$ cat config.mk
export PLATFORM = sky130hd
export DESIGN_NAME = v74x139_dual_decoder
export DESIGN_NICKNAME = d
export VERILOG_FILES = /design/src/rtl/v74x139_dual_decoder.sv
export SDC_FILE = /design/constraint.sdc
export NUM_CORES = 1
export LEC_CHECK = 0
export CAP_MARGIN = 40
export CORE_AREA = 2 2 39 41
export DETAILED_ROUTE_END_ITERATION = 16
export DIE_AREA = 0 0 41 43
export SYNTH_ARGS = -nofsm -noshare
export SYNTH_HDL_FRONTEND = slang
export SYNTH_SLANG_ARGS = --single-unit
$ cat constraint.sdc
create_clock -name clk -period 0.8 [get_ports clk]
set_input_delay 0.16 -clock clk [delete_from_list [all_inputs] [get_ports clk]]
set_output_delay 0.16 -clock clk [all_outputs]
set_load 0.01 [all_outputs]
$ cat src/rtl/v74x139_dual_decoder.sv
// Registered dual 2-to-4 decoder with active-low enables and outputs.
// Each section is decoded and registered on its own.
module v74x139_dual_decoder (
  input  logic       clk,
  input  logic       reset,
  input  logic       G1,
  input  logic       G2,
  input  logic       B1,
  input  logic       A1,
  input  logic       B2,
  input  logic       A2,
  output logic [3:0] Y1,
  output logic [3:0] Y2
);

  logic [3:0] y1_next;
  logic [3:0] y2_next;

  // Active-low one-hot; a disabled section forces all outputs high.
  function automatic logic [3:0] decode(
    input logic       g,
    input logic [1:0] s
  );
    logic [3:0] y;
    y = 4'b1111;
    if (g == 1'b0) begin
      case (s)
        2'd0:    y = 4'b1110;
        2'd1:    y = 4'b1101;
        2'd2:    y = 4'b1011;
        2'd3:    y = 4'b0111;
        default: y = 4'bxxxx;
      endcase
    end else if (g !== 1'b1) begin
      y = 4'bxxxx;
    end
    return y;
  endfunction

  always_comb begin
    y1_next = decode(G1, {B1, A1});
    y2_next = decode(G2, {B2, A2});
  end

  always_ff @(posedge clk or posedge reset) begin
    if (reset) begin
      Y1 <= 4'b1111;
      Y2 <= 4'b1111;
    end else begin
      Y1 <= y1_next;
      Y2 <= y2_next;
    end
  end

endmodule

==> impl_results.md <==
- Status: finished with violations
- Failing checks: setup timing
- Hold path depth: 2
- Slowest cell on the critical path: dfstp_2
- Largest net degree at the start of global routing: 9
- Ant. Diodes: 0
- Crit path time final: 1.010 ns
- WS Path Type: reg2out
- Row cnt: 14
- Register area: 210.2 µm²
- Ports: 16
- Die H: 43 µm
- Syn Inst Count: 17
- CP startpoint kind: flip-flop
- FF+latch count, synth: 8
- CTS Buffer Depth: 2
- Vias per Instance: 3.725
- Buf+Inv Stages, Crit Path: 1
- Post-layout net count: 45
- Critical Path Sink Type: primary output
- Leading area contributor after synthesis: dfstp_2
- # DRC: 0
- Vias: 190
- P_leak: 0.2024 nW
- Post-synth EDFFs: 0
- Htree depth: 1
- FMAX: 990.3 MHz
- Sink Count: 8
- Max IR drop VDD: 0.5649 mV
- Crit. Startpoint: Y2[2]$_DFF_PP1_
- RePlAce Congestion: 0.5576
- Syn. warnings: 0
- Port bufs: 15
- Yosys cell types: 5
- Num CTS Buffers: 3
- First-pass GRT wire length: 786 µm
- HP Class: in2reg
- Tcrit/Tclk final: 126.2%
- Critical path fanouts, max: 1
- CTS tree: built
- CP required: 0.64 ns
- GRT Total Usage: 7.223%
- Hold_sp: B2
- Drt pass-1 iters: 1
- Clock share of power: 33.8%
- Final setup margin: -0.2098 ns
- PnR Total Power: 0.8080 mW
- Max-cap violations: 0
- FFs w/ async S/R, synth: 100.0%
- Critical path's largest stage delay: 0.52 ns
- Layout area overhead: 70.59%
- Slew Limit Headroom: 82.66%
- Final hold vios: 0
- Worst-Margin Slew: 0.2598 ns
- Sw Ratio: 18.25%
- Global route overflow: 0
- Post-CTS Setup Bufs: 0
- Synth top cells by count: dfstp_2 (8), or3b_1 (4), nand3b_1 (2), or3_1 (2), inv_1 (1)
- Pwr per Cell Area: 1713 nW/µm²
- Initial DRC count: 0
- Antenna-violating nets left: 0
- Fillcell total: 143
- Syn Area/Cell: 16.27 µm²
- Post-synth top flop: dfstp_2
- Post-synth top area share: 76.02%
- Initial antenna violation count: 0
- CORE AREA: 1384 µm²
- Drt wl/cell: 9.314 µm
- Root Buffer: clkbuf_4
- Flop pwr share: 54.5%
- Largest cells by area after synthesis: dfstp_2 (76%), or3b_1 (13%), nand3b_1 (5.4%)
- Share of cells above drive strength 1: 54.29%
- Mapped cell area: 276.5 µm²
- Die area: 1763 µm²
- Final Cell Area: 471.7 µm²
- Reg clk slew, reported paths: 0.05 ns
- Final setup viols: 8
- Unrepaired setup endpoints after global routing: true
- Initial core utilization: 19.98%
- Multi-input logic area: 62.56 µm²
- Cell chain of the critical path: buf_6
- Int Pwr: 0.6605 mW
- Crit path max-delay family: flip-flops
- Syn nets: 25
- Final max-slew violation count: 0
- Area after DPL: 446.7 µm²
- Gate power share: 11.7%
- Post-synthesis sequential area ratio: 76.02%
- Worst Path Arrival: 0.85 ns
- Die width: 41 µm
- Vias in the first global route: 195
- Hold Path Sink: Y2[3]$_DFF_PP1_
- Switching power: 0.1474 mW
- Most numerous cell in the Yosys netlist: dfstp_2
- WL final: 475 µm
[sequential cells by signal, summed over array words and instances (netlist names)]
register and cells:
Y1 4, Y2 4
[layout by cell type, fill, tap and decap left out]
master and instances:
buf_6 8, clkbuf_4 3, clkdlybuf4s50_1 1, dfstp_2 8, dlygate4sd2_1 6, inv_1 1, nand3b_1 2, or3_1 2
or3b_1 4
[worst max path at each step]
stage                 end  slack (ns)  depth (start not counted)
floorplan           Y1[0]        0.12                          0
global placement    Y2[1]       -0.38                          1
detailed placement  Y1[1]       -0.39                          1
CTS                 Y2[2]       -0.22                          1
finish              Y2[2]       -0.21                          1
global route        Y2[0]       -0.25                          1
[through the flow]
stage	utilization [%]	std cells	setup WS [ns]	TNS, ns	hold slack (ns)
2_1_floorplan	-	17	0.1204	0	0.2026
3_3_place_gp	32.28	48	-0.3794	-4.841	0.6529
3_5_place_dp	32.28	48	-0.3861	-4.981	0.6601
4_1_cts	34.09	51	-0.2248	-1.754	0.2453
5_1_grt	34.09	51	-0.2480	-1.929	0.2762
6_report	34.09	51	-0.2098	-1.652	0.2499
[kinds of logic (layout without fill, tap and decap cells)]
| logic type | count (synthesis) | count (layout) | synth area share [%] |
|---|---|---|---|
| buffers and inverters | 1 | 19 | 1.356 |
| and+or+nand+nor | 8 | 8 | 22.62 |
| DFF | 8 | 8 | 76.02 |
[power groups by stage]
stage / registers, mW / clock network (mW) / logic, mW
5_1_grt: 0.441 / 0.323 / 0.106
2_1_floorplan: 0.452 / 0 / 0.0193
6_report: 0.440 / 0.273 / 0.0944
4_1_cts: 0.441 / 0.290 / 0.0965
3_3_place_gp: 0.442 / 0 / 0.102
3_5_place_dp: 0.442 / 0 / 0.105
[layer usage]
metal  vias up  GRT usage, %  routed length, µm
li1         95             -                  -
met3         0         4.712                 79
met1        80         8.389                179
met2        15         9.688                215
met5         -             0                  0
met4         0         4.000                  0
[repair_timing]
action | 4_1_cts | 5_1_grt
gates cloned | 0 | 0
endpoints found under the setup margin | 14 | 8
resized for setup | 46 | 0
pin swaps | 1 | 0
hold buffers | 0 | 0
[layout make-up]
class / count / share of cell area (%)
clock buffers: 3 / 4.775
inverters: 1 / 0.7958
multi-input cells: 8 / 13.26
flip-flops and latches: 8 / 44.56
well taps: 16 / 4.244
repair buffers: 15 / 32.36
No activity file was read; power rests on OpenSTA's default activity.
